### src/rtl/ahbmtx_pkg.sv
// Shared bus-matrix definitions: AHB encodings and the decoder address split.
package ahbmtx_pkg;

    localparam logic [1:0] HTRANS_IDLE   = 2'b00;
    localparam logic [1:0] HTRANS_BUSY   = 2'b01;
    localparam logic [1:0] HTRANS_NONSEQ = 2'b10;
    localparam logic [1:0] HTRANS_SEQ    = 2'b11;

    localparam logic [1:0] HRESP_OKAY    = 2'b00;
    localparam logic [1:0] HRESP_ERROR   = 2'b01;

    // Lowest address bit the slave-port decoder looks at.
    localparam int DEC_LSB = 10;

    // Address-phase controls captured from a master.
    typedef struct packed {
        logic [31:0] addr;
        logic [1:0]  trans;
        logic        write;
        logic [2:0]  size;
        logic [2:0]  burst;
        logic [3:0]  prot;
    } addr_ctrl_t;

endpackage

### src/rtl/ahbmtx_in_stg_s4.sv
// Input stage for slave port S4: forwards the master's address phase to the
// decoder, parks one transfer when the target output stage is busy, and
// stalls the master until that parked transfer has been issued.
module ahbmtx_in_stg_s4
    import ahbmtx_pkg::*;
#(
    parameter int ADDR_W  = 32,
    parameter int DEC_LSB = ahbmtx_pkg::DEC_LSB
) (
    input  logic                      HCLK,
    input  logic                      HRESETn,
    input  logic                      HSELS,
    input  logic [ADDR_W-1:0]         HADDRS,
    input  logic [1:0]                HTRANSS,
    input  logic                      HWRITES,
    input  logic [2:0]                HSIZES,
    input  logic [2:0]                HBURSTS,
    input  logic [3:0]                HPROTS,
    input  logic                      HREADYS,
    output logic                      HREADYOUTS,
    output logic [1:0]                HRESPS,
    output logic                      sel_dec,
    output logic [ADDR_W-DEC_LSB-1:0] decode_addr_dec,
    output logic [1:0]                trans_dec,
    output logic                      ready_dec,
    output logic [ADDR_W-1:0]         addr_op,
    output logic                      write_op,
    output logic [2:0]                size_op,
    output logic [2:0]                burst_op,
    output logic [3:0]                prot_op,
    output logic                      held_tran_op,
    input  logic                      active_dec,
    input  logic                      readyout_dec,
    input  logic [1:0]                resp_dec
);

    addr_ctrl_t cur_ctrl;
    addr_ctrl_t held_ctrl;
    addr_ctrl_t fwd_ctrl;
    logic       held_valid;
    logic       data_pend;
    logic       sample;
    logic       load_hold;
    logic       held_issue;
    logic       issue;

    // Gather the live master address phase into one bundle.
    always_comb begin
        cur_ctrl.addr  = HADDRS;
        cur_ctrl.trans = HTRANSS;
        cur_ctrl.write = HWRITES;
        cur_ctrl.size  = HSIZES;
        cur_ctrl.burst = HBURSTS;
        cur_ctrl.prot  = HPROTS;
    end

    // Transfer qualification. IDLE/BUSY never reach the holding register, and
    // a held transfer blocks sampling (the master is stalled anyway).
    always_comb begin
        sample     = HSELS & HREADYS & HTRANSS[1] & ~held_valid;
        load_hold  = sample & ~active_dec;
        held_issue = held_valid & active_dec & readyout_dec;
        issue      = (sample & active_dec) | held_issue;
    end

    // Holding register captures a transfer that lost arbitration.
    always_ff @(posedge HCLK or negedge HRESETn) begin
        if (!HRESETn) begin
            held_ctrl <= '0;
        end else if (load_hold) begin
            held_ctrl <= cur_ctrl;
        end
    end

    // Hold-valid and data-phase-pending tracking.
    always_ff @(posedge HCLK or negedge HRESETn) begin
        if (!HRESETn) begin
            held_valid <= 1'b0;
            data_pend  <= 1'b0;
        end else begin
            if (load_hold) begin
                held_valid <= 1'b1;
            end else if (held_issue) begin
                held_valid <= 1'b0;
            end

            if (load_hold) begin
                data_pend <= 1'b0;
            end else if (issue) begin
                data_pend <= 1'b1;
            end else if (readyout_dec) begin
                data_pend <= 1'b0;
            end
        end
    end

    // Forwarding mux plus ready/response steering back to the master.
    always_comb begin
        fwd_ctrl        = held_valid ? held_ctrl : cur_ctrl;
        sel_dec         = held_valid | HSELS;
        decode_addr_dec = fwd_ctrl.addr[ADDR_W-1:DEC_LSB];
        trans_dec       = fwd_ctrl.trans;
        addr_op         = fwd_ctrl.addr;
        write_op        = fwd_ctrl.write;
        size_op         = fwd_ctrl.size;
        burst_op        = fwd_ctrl.burst;
        prot_op         = fwd_ctrl.prot;
        held_tran_op    = held_valid;
        ready_dec       = held_valid ? readyout_dec : HREADYS;
        HREADYOUTS      = 1'b1;
        HRESPS          = HRESP_OKAY;
        if (held_valid) begin
            HREADYOUTS = 1'b0;
        end else if (data_pend) begin
            HREADYOUTS = readyout_dec;
            HRESPS     = resp_dec;
        end
    end

endmodule

### config.mk
export PLATFORM = sky130hd
export DESIGN_NAME = ahbmtx_in_stg_s4
export DESIGN_NICKNAME = d
export VERILOG_FILES = /design/src/rtl/ahbmtx_pkg.sv /design/src/rtl/ahbmtx_in_stg_s4.sv
export SDC_FILE = /design/constraint.sdc
export NUM_CORES = 1
export LEC_CHECK = 0
export BUFFER_PORTS_ARGS = -buffer_cell sky130_fd_sc_hd__buf_2
export CAP_MARGIN = 10
export CORE_MARGIN = 3
export CORE_UTILIZATION = 25
export CTS_CLUSTER_SIZE = 28
export DETAILED_ROUTE_END_ITERATION = 12
export PLACE_DENSITY_LB_ADDON = 0.15
export SETUP_SLACK_MARGIN = 0.05
export SLEW_MARGIN = 10
export SYNTH_ARGS = -nofsm -noshare
export SYNTH_HDL_FRONTEND = slang
export SYNTH_SLANG_ARGS = --single-unit
### constraint.sdc
create_clock -name HCLK -period 1.5 [get_ports HCLK]
set_input_delay 0.15 -clock HCLK [delete_from_list [all_inputs] [get_ports HCLK]]
set_output_delay 0.15 -clock HCLK [all_outputs]
set_load 0.005 [all_outputs]
# == Yosys cells after proc, flatten, opt, wreduce, memory -nomap -nowiden ==
# Index checks and enable logic that the tools add are counted.
# word_totals
register_bits,47
inputBits,53
wordCells,32
# classes
n_mux,11
bitwise_logic,11
reduce_logical,2
# ops
operator,n
$mux W45,1
$mux W1,8
$and A1 B1 Y1,7
$mux W2,2
$reduce_bool A3 Y1,1
$not A1 Y1,2
$or A1 B1 Y1,2
$reduce_bool A2 Y1,1

# == Depth between registers and ports, before layout ==
# Gate-level depths: netlist of run 1.
# logic_depth
word_depth,7
ltp_mapped,5
ltp_nobuf,3

# == Worst setup path after synthesis of run 1 ==
# No wires, ideal clock.
# synth_timing
path_kind,register to register
start,register held_valid (netlist: held_tran_op)
end,register held_ctrl[10] in the netlist's numbering
t_arrival_ns,1.547
slack_ns,-0.171
stages_incl_launch_ff,6
path_buffers,2
cell_sequence,dfrtp_1 > buf_2 > nand2b_4 > nor3_4 > buf_6 > mux2_2
# synth_via
elab_chain_cells,3
# synth_lines
item,line,text
"start, declared",ahbmtx_in_stg_s4.sv:40,logic held_valid;
"start signal, assigned",ahbmtx_in_stg_s4.sv:78,held_valid <= 1'b0;
"start signal, assigned",ahbmtx_in_stg_s4.sv:82,held_valid <= 1'b1;
"start signal, assigned",ahbmtx_in_stg_s4.sv:84,held_valid <= 1'b0;
$not A1 Y1,ahbmtx_in_stg_s4.sv:60,sample = HSELS & HREADYS & HTRANSS[1] & ~held_valid;
$and A1 B1 Y1,ahbmtx_in_stg_s4.sv:60,
$and A1 B1 Y1,ahbmtx_in_stg_s4.sv:61,load_hold = sample & ~active_dec;
"end signal, assigned",ahbmtx_in_stg_s4.sv:71,held_ctrl <= cur_ctrl;
"end, declared",ahbmtx_in_stg_s4.sv:38,addr_ctrl_t held_ctrl;
# No other way between the ends.
# A chain may end at the register's enable or synchronous reset.

# == Worst setup path in the final report of run 1 ==
# layout_timing
start,register held_valid (netlist: held_tran_op)
end,output addr_op[14]
# layout_via
elab_chain_cells,1
# layout_lines
item,line,text
$mux W45,ahbmtx_in_stg_s4.sv:99,fwd_ctrl = held_valid ? held_ctrl : cur_ctrl;
"end, declared",ahbmtx_in_stg_s4.sv:26,"output logic [ADDR_W-1:0] addr_op,"
# No other way between the ends.

==> results.json, run 1 <==
{
  "instances_no_fill": 442,
  "via_count": 1890,
  "p_comb_share_pct": 37.4,
  "ys_warn_count": 0,
  "synth_area_mm2": 0.00253,
  "seq_power_share_pct": 42.4,
  "ant_nets": 0,
  "finalWorstSetupSlack_ns": -0.139,
  "gr-usage-met3_pct": 2.65,
  "arrival_ns": 1.49,
  "avgSynthCellArea_um2": 13.5,
  "post-route-util_pct": 39.9,
  "drive_gt1_share_pct": 80.6,
  "r2r_slack_ns": -0.06,
  "area_delta_synth_final_pct": 54.7,
  "gp_congestion": 0.696,
  "placed_area_mm2": 0.00319,
  "end_kind": "output pin",
  "netlist_instances": 187,
  "yosysSeqAreaShare_pct": 46.5,
  "grtUsageMet1_pct": 13.3,
  "clk_pin_slew_worst_paths_ns": 0.09,
  "antenna_found_initial": 0,
  "via_per_inst": 4.28,
  "port_buffers": 125,
  "insertion_delay_ns": 0.29,
  "synth_nets": 240,
  "wire_per_inst_um": 15.2,
  "p_sw_w": 0.00109,
  "yosysMostFrequentCell": "mux2_2",
  "worstSetupPathType": "flop to output pin",
  "die_h_um": 107,
  "slew_viol_final": 0,
  "antennaDiodeCount": 0,
  "internal_power_w": 0.00308,
  "dpl.cell_count": 419,
  "clockRootBuffer": "clkbuf_8",
  "grt_pass1_wl_um": 9630,
  "cap_violations": 0,
  "crit_fanout": 7,
  "synth_top_area_share_pct": 46.5,
  "synth_xor_area_share_pct": 0,
  "use_met2_pct": 18.4,
  "drt_iter0_markers": 23,
  "grt_max_degree": 48,
  "drcViolationCount": 0,
  "hp-class": "primary input to flop",
  "critPathRequiredTime_ns": 1.35,
  "synth.area.mux_share_pct": 39.6,
  "relSlewSlack_pct": 79.2,
  "synth_edf_count": 0,
  "ys_ff_latch": 47,
  "synth_top_family_by_area": "multiplexers",
  "start_kind": "flop",
  "violations": "negative setup slack",
  "nNetsFinal": 361,
  "fmax_mhz": 610,
  "die_w_um": 107,
  "core_area_mm2": 0.00982,
  "power.leakage_nw": 1.90,
  "cts.sinks": 47,
  "routed_wl_um": 6740,
  "rsz0062_at_grt": "true",
  "initial_utilization_pct": 25.8,
  "synthAdderAreaFrac_pct": 0,
  "htreeDepth": 2,
  "grt_pass1_vias": 1905,
  "cts_buffers": 5,
  "period_minus_slack_ns": 1.64,
  "grt_use_total_pct": 10.7,
  "synthFlopType": "dfrtp_1",
  "ys_types": 20,
  "status": "finished, violations left",
  "synthSimpleGateAreaFrac_pct": 3.61,
  "n_fill_cell": 1010,
  "pin_count": 126,
  "synth_compound_area_share_pct": 0.791,
  "finClkSkew_ns": 0.00541,
  "synth_commonest_cells": "mux2_2, dfrtp_1, buf_4",
  "dieArea_mm2": 0.0114,
  "powerDensity_mw_per_mm2": 1070,
  "cts_tree": "done",
  "synthArstFlopShare_pct": 100,
  "power_w": 0.00417,
  "period_share_pct": 109,
  "switching_share_pct": 26.1,
  "p_clk_share_pct": 20.3,
  "top_usage_layer": "met2",
  "hpwl_um": 3960,
  "setup_violations": 92,
  "final_area_mm2": 0.00392,
  "gr-total-overflow": 0,
  "hold_viol_final": 0,
  "dr.pass1.iters": 4,
  "worst_pin_slew_ns": 0.312,
  "tns_ns": -8.41,
  "rows": 36,
  "synth_area_leaders": "dfrtp_1, mux2_2, buf_4, buf_6, mux2_1",
  "synth_top_cell_by_area": "dfrtp_1",
  "ir_worst_vdd_mv": 0.391,
  "clock_path_buffers": 2
}
-- cell type report --
cell class                      instances  area, um2  share of cell area (%)
Multi-Input combinational cell        106       1330                    33.9
Sequential cell                        47       1180                    30.1
Timing Repair Buffer                  146       1130                    29.0
Tap cell                              133        166                    4.25
Clock buffer                            8        100                    2.56
Inverter                                2       10.0                   0.256
-- cells in the final DEF, fill, tap and decap left out, drive strengths merged --
cell and n:
buf 142, mux2 89, dfrtp 47, clkbuf 11
nand2 4, and3 2, or2 2, inv 2
nand2b 1, nor2b 1, nor2 1, nor3 1
and2 1, nand3 1, o22ai 1, o21ai 1
o311ai 1, dlygate4sd3 1
-- logic make-up after synthesis --
logic type / Yosys count
muxes: 89
DFF: 47
buffers and inverters: 34
and+or+nand+nor: 14
AOI/OAI and AO/OA: 3
-- state kept, by name, summed over array words and instances (netlist names) --
register and count:
held_ctrl 45, data_pend 1, held_tran_op 1
-- layer usage --
| metal | part of all wire, % | vias to the layer above |
|---|---|---|
| met2 | 50 | 66 |
| met1 | 43 | 942 |
| met3 | 6.4 | 2 |
| met5 | 0 | - |
| met4 | 0.56 | 0 |
| li1 | - | 880 |
-- worst paths after layout --
check | startpoint | endpoint | cells after the start
worst max-delay path | held_tran_op | addr_op[14] | 4
worst min-delay path | HSIZES[1] | held_ctrl[8] | 2
worst max register to register | held_tran_op | held_ctrl[18] | 6
worst min register to register | held_ctrl[37] | held_ctrl[37] | 1
max in group asynchronous | HRESETn | held_tran_op | 3
min in group asynchronous | HRESETn | held_ctrl[9] | 3
-- worst max-delay path, stage by stage, from the launching register on --
cell       delay (ns)
dfrtp_2          0.43
buf_12           0.15
clkbuf_16        0.16
mux2_4           0.31
buf_2            0.14
-- power by group through the flow --
| stage | Clock (W) | Sequential [W] | Combinational, W |
|---|---|---|---|
| 3_3_place_gp | 0 | 0.00176 | 0.00112 |
| 6_report | 0.000845 | 0.00177 | 0.00156 |
| 2_1_floorplan | 0 | 0.00173 | 0.000793 |
| 3_5_place_dp | 0 | 0.00177 | 0.00114 |
| 4_1_cts | 0.000905 | 0.00175 | 0.00131 |
| 5_1_grt | 0.000947 | 0.00182 | 0.00169 |
-- metrics by stage --
| step | hold slack (ns) | setup slack [ns] |
|---|---|---|
| floorplan | -0.146 | -0.161 |
| global placement | 0.164 | 0.0129 |
| detailed placement | 0.162 | 0.00272 |
| CTS | 0.0773 | -0.182 |
| global route | 0.0758 | -0.190 |
| finish | 0.0933 | -0.139 |
-- repair_timing --
item | 4_1_cts | 5_1_grt
buffers inserted | 6 | 1
gates resized for setup | 37 | 55
hold buffers | 1 | 0
endpoints found under the hold margin | 47 | 0
gates cloned | 4 | 3
pin swaps | 2 | 0
setup endpoints to repair | 114 | 118
(Power assumes the default switching activity.)
==> run 2, diff against run 1 <==
--- a/config.mk
+++ b/config.mk
@@ -11,7 +11,6 @@
 export CORE_UTILIZATION = 25
 export CTS_CLUSTER_SIZE = 28
 export DETAILED_ROUTE_END_ITERATION = 12
-export PLACE_DENSITY_LB_ADDON = 0.15
 export SETUP_SLACK_MARGIN = 0.05
 export SLEW_MARGIN = 10
 export SYNTH_ARGS = -nofsm -noshare
==> results.json, run 2 (same netlist as run 1, synthesis figures left out) <==
{
  "layout_common_cells": "buf_2, mux2_4, buf_6",
  "core_area_mm2": 0.00982,
  "r2r-end": "held_ctrl[36]",
  "slew_viol_final": 0,
  "crit_path_cell_trace": "buf_12 -> clkbuf_16 -> mux2_2 -> buf_2",
  "cts_buffers": 5,
  "wire_per_inst_um": 16.6,
  "tns_ns": -9.83,
  "worst_pin_slew_ns": 0.434,
  "die_w_um": 107,
  "dr.pass1.iters": 4,
  "gp_congestion": 0.667,
  "crit_family": "buffers and inverters",
  "clk_pin_slew_worst_paths_ns": 0.10,
  "start_kind": "flop",
  "largest_reg_flops": 45,
  "worstSetupPathType": "flop to output pin",
  "clockRootBuffer": "clkbuf_8",
  "htreeDepth": 2,
  "grt_use_total_pct": 10.8,
  "cts_tree": "done",
  "final_area_mm2": 0.00420,
  "whs_ns": 0.0903,
  "routed_wl_um": 7390,
  "relSlewSlack_pct": 71.1,
  "ant_nets": 0,
  "instances_no_fill": 446,
  "placed_area_mm2": 0.00319,
  "layout_commonest_cell": "buf_2",
  "end_kind": "output pin",
  "die_h_um": 107,
  "fmax_mhz": 605,
  "nNetsFinal": 365,
  "grt_pass1_wl_um": 9740,
  "period_share_pct": 110,
  "finClkSkew_ns": 0.0110,
  "powerDensity_mw_per_mm2": 1070,
  "cap_violations": 0,
  "hp-start": "HPROTS[1]",
  "drt_iter0_markers": 81,
  "clock_path_buffers": 2,
  "period_minus_slack_ns": 1.65,
  "rows": 36,
  "grt_max_degree": 29,
  "antenna_found_initial": 0,
  "cts.sinks": 47,
  "insertion_delay_ns": 0.30,
  "finalWorstSetupSlack_ns": -0.152,
  "arrival_ns": 1.50,
  "regMostFlops": "held_ctrl",
  "gr-total-overflow": 0,
  "cp_num_buf_inv": 3,
  "worst-r2r-cell-count": 6,
  "whs_endpoint": "held_ctrl[1]",
  "drcViolationCount": 0,
  "critPathRequiredTime_ns": 1.35,
  "hp-class": "primary input to flop",
  "drive_gt1_share_pct": 80.2,
  "violations": "negative setup slack",
  "initial_utilization_pct": 25.8,
  "hpwl_um": 4050,
  "dieArea_mm2": 0.0114,
  "crit_fanout": 8,
  "via_per_inst": 4.39,
  "via_count": 1960,
  "antennaDiodeCount": 0,
  "slowest_delay_ns": 0.40,
  "ir_worst_vdd_mv": 0.507,
  "pin_count": 126,
  "hold_viol_final": 0,
  "rsz0062_at_grt": "true",
  "reg2reg_from": "held_tran_op",
  "grt_pass1_vias": 1910,
  "status": "finished, violations left",
  "r2r_slack_ns": -0.11,
  "post-route-util_pct": 42.7,
  "power.leakage_nw": 2.05,
  "min_path_cells": 2,
  "area_delta_synth_final_pct": 65.7,
  "dpl.cell_count": 421,
  "port_buffers": 125,
  "critPathSlowestCell": "dfrtp_2",
  "setup_violations": 92
}
run 2: changes by cell type in the layout (fill, tap and decap cells not counted), sizes merged:
cell,before,now
buf,142,145
bufinv,0,1
run 2: worst register-to-register path: stages, from the launching register on:
cell      delay, ns
dfrtp_2        0.44
nand2b_4       0.16
nor3_4         0.16
buf_6          0.19
buf_12         0.12
buf_8          0.12
mux2_4         0.30
run 2: metal layers:
metal | up-vias | GRT usage [%] | share of wire, %
met2 | 82 | 18.2 | 51
met1 | 988 | 14.3 | 42
met3 | 4 | 2.23 | 5.8
li1 | 886 | - | -
met4 | 0 | 2.19 | 0.42
met5 | - | 0 | 0
run 2: area by class of cell:
class                      instances  area (um2)
clock inverter                     1        30.0
timing repair buffer             150        1340
tap                              133         166
inverter                           2        10.0
multi-input combinational        106        1400
sequential                        47        1180
fill                             924        5620
clock buffer                       7        76.3
run 2: what timing repair did:
item,CTS,global route
hold buffers,1,0
hold endpoints to repair,17,0
setup endpoints to repair,115,116
buffers inserted,7,1
gates cloned,5,6
resized for setup,58,79
pin swaps,1,1
run 2: report_power, final:
group / switching (W) / total [W] / internal (W)
Sequential: 0.000183 / 0.00178 / 0.00160
Clock: 0.000425 / 0.000924 / 0.000500
Combinational: 0.000562 / 0.00180 / 0.00124
Total: 0.00117 / 0.00451 / 0.00334
run 2: how the worst max path moves through the flow:
stage,start,to,cells after the start
3_3_place_gp,held_tran_op,held_ctrl[16],4
3_5_place_dp,held_tran_op,held_ctrl[36],4
6_report,held_tran_op,prot_op[2],4
2_1_floorplan,held_tran_op,held_ctrl[10],5
5_1_grt,held_tran_op,decode_addr_dec[18],4
4_1_cts,held_tran_op,decode_addr_dec[9],4
run 2: per-stage QoR:
step / setup slack (ns) / total power (W)
final: -0.152 / 0.00451
after global routing: -0.195 / 0.00478
after CTS: -0.136 / 0.00412
after detailed placement: -0.0116 / 0.00290
after global placement: 0.0264 / 0.00287
after floorplan: -0.161 / 0.00252
==> run 3, diff against run 2 <==
--- a/config.mk
+++ b/config.mk
@@ -8,9 +8,10 @@
 export BUFFER_PORTS_ARGS = -buffer_cell sky130_fd_sc_hd__buf_2
 export CAP_MARGIN = 10
 export CORE_MARGIN = 3
-export CORE_UTILIZATION = 25
+export CORE_UTILIZATION = 41
 export CTS_CLUSTER_SIZE = 28
 export DETAILED_ROUTE_END_ITERATION = 12
+export PLACE_DENSITY = 0.76
 export SETUP_SLACK_MARGIN = 0.05
 export SLEW_MARGIN = 10
 export SYNTH_ARGS = -nofsm -noshare
==> results.json, run 3 (same netlist as run 1, synthesis figures left out) <==
{
  "status": "finished, violations left",
  "violations": "negative setup slack",
  "grt_use_total_pct": 16.4,
  "cts_tree": "done",
  "powerDensity_mw_per_mm2": 1170,
  "nNetsFinal": 353,
  "clockRootBuffer": "clkbuf_8",
  "area_delta_synth_final_pct": 44.0,
  "cap_violations": 0,
  "power.leakage_nw": 1.83,
  "clock_path_buffers": 2,
  "gp_congestion": 0.713,
  "drive_gt1_share_pct": 79.1,
  "instances_no_fill": 373,
  "rows": 27,
  "drt_iter0_markers": 35,
  "layout_common_cells": "buf_2, mux2_4, dfrtp_1",
  "fmax_mhz": 634,
  "worst_pin_slew_ns": 0.484,
  "die_w_um": 84.6,
  "largest_reg_flops": 45,
  "hpwl_um": 4110,
  "antenna_found_initial": 0,
  "clk_pin_slew_worst_paths_ns": 0.08,
  "wire_per_inst_um": 16.5,
  "period_share_pct": 105,
  "regMostFlops": "held_ctrl",
  "grt_pass1_vias": 1968,
  "dieArea_mm2": 0.00715,
  "rsz0062_at_grt": "true",
  "post-route-util_pct": 63.5,
  "antennaDiodeCount": 0,
  "ant_nets": 0,
  "dr.pass1.iters": 4,
  "hp-start": "HADDRS[1]",
  "switching_share_pct": 24.8,
  "grt_max_degree": 29,
  "internal_power_w": 0.00322,
  "worstSetupPathType": "flop to output pin",
  "p_comb_share_pct": 33.1,
  "routed_wl_um": 6160,
  "p_sw_w": 0.00106,
  "pin_count": 126,
  "reg2reg_from": "held_tran_op",
  "seq_power_share_pct": 41.7,
  "crit_path_cell_trace": "buf_12 -> mux2_2 -> buf_2",
  "power_w": 0.00428,
  "port_buffers": 125,
  "slowest_delay_ns": 0.43,
  "slew_viol_final": 0,
  "dp_slack_ns": -0.0160,
  "critPathRequiredTime_ns": 1.35,
  "hold_viol_final": 0,
  "drcViolationCount": 0,
  "crit_fanout": 24,
  "critPathSlowestCell": "dfrtp_2",
  "die_h_um": 84.6,
  "ir_worst_vdd_mv": 0.777,
  "arrival_ns": 1.43,
  "gr-total-overflow": 0,
  "whs_ns": 0.0972,
  "finClkSkew_ns": 0.00397,
  "grt_pass1_wl_um": 9540,
  "crit_start": "held_tran_op",
  "initial_utilization_pct": 44.1,
  "period_minus_slack_ns": 1.58,
  "start_kind": "flop",
  "insertion_delay_ns": 0.29,
  "relSlewSlack_pct": 67.7,
  "via_per_inst": 4.96,
  "finalWorstSetupSlack_ns": -0.0783,
  "layout_commonest_cell": "buf_2",
  "cts_buffers": 5,
  "setup_violations": 94,
  "htreeDepth": 2,
  "end_kind": "output pin",
  "via_count": 1851,
  "hp-class": "primary input to flop",
  "cts.sinks": 47,
  "dpl.cell_count": 358,
  "p_clk_share_pct": 25.1,
  "core_area_mm2": 0.00574
}
==> run 3: cell types whose count changed in the layout (fill, tap and decap cells not counted), sizes merged <==
cell | before | now
clkbuf | 11 | 8
buf | 145 | 135
bufinv | 1 | 2
==> run 3: layout make-up <==
type                            count  area [um2]
Fill cell                         445        2100
Inverter                            2        7.51
Multi-Input combinational cell    106        1330
Clock buffer                        6        72.6
Timing Repair Buffer              138         906
Sequential cell                    47        1180
Tap cell                           72        90.1
Clock inverter                      2        60.1
==> run 3: per-stage QoR <==
step	setup TNS, ns	area [um2]
after global routing	-9.77	3640
after floorplan	-6.25	2540
after detailed placement	-0.227	3090
after global placement	0	3090
final	-4.01	3640
after CTS	-6.73	3460
==> run 3: worst paths after layout <==
kind | end | slack [ns] | cells past startpoint
setup / recovery | ready_dec | -0.08 | 3
setup reg to reg | held_ctrl[6] | -0.05 | 5
hold reg to reg | held_ctrl[12] | 0.48 | 1
min in group asynchronous | held_ctrl[37] | 0.35 | 2
hold / removal | held_ctrl[14] | 0.1 | 2
max in group asynchronous | held_tran_op | 0.63 | 3
==> run 3: timing repair <==
action | in CTS | in global routing
hold endpoints to repair | 19 | 0
hold buffers | 1 | 0
pin swaps | 0 | 1
gates cloned | 2 | 2
resized for setup | 48 | 32
setup buffers | 2 | 0
setup endpoints to repair | 115 | 114
==> run 3: power groups by stage <==
stage               logic [W]  clock network [W]  registers [W]
CTS                   0.00129            0.00110        0.00177
detailed placement    0.00111                  0        0.00178
global placement      0.00108                  0        0.00176
floorplan            0.000793                  0        0.00173
finish                0.00142            0.00108        0.00179
global route          0.00154            0.00116        0.00183
==> run 3: critical path, delay by kind of cell, from the launching register on <==
kind / cells / cell delay, ns
DFF: 1 / 0.43
buffers and inverters: 2 / 0.33
muxes: 1 / 0.37
==> run 3: per-layer routing <==
layer	part of all wire, %	vias to the layer above	global-route usage (%)
li1	-	866	-
met1	42	902	19.9
met2	50	78	29.4
met3	7.2	5	3.83
met4	0.49	0	3.88
met5	0	-	0
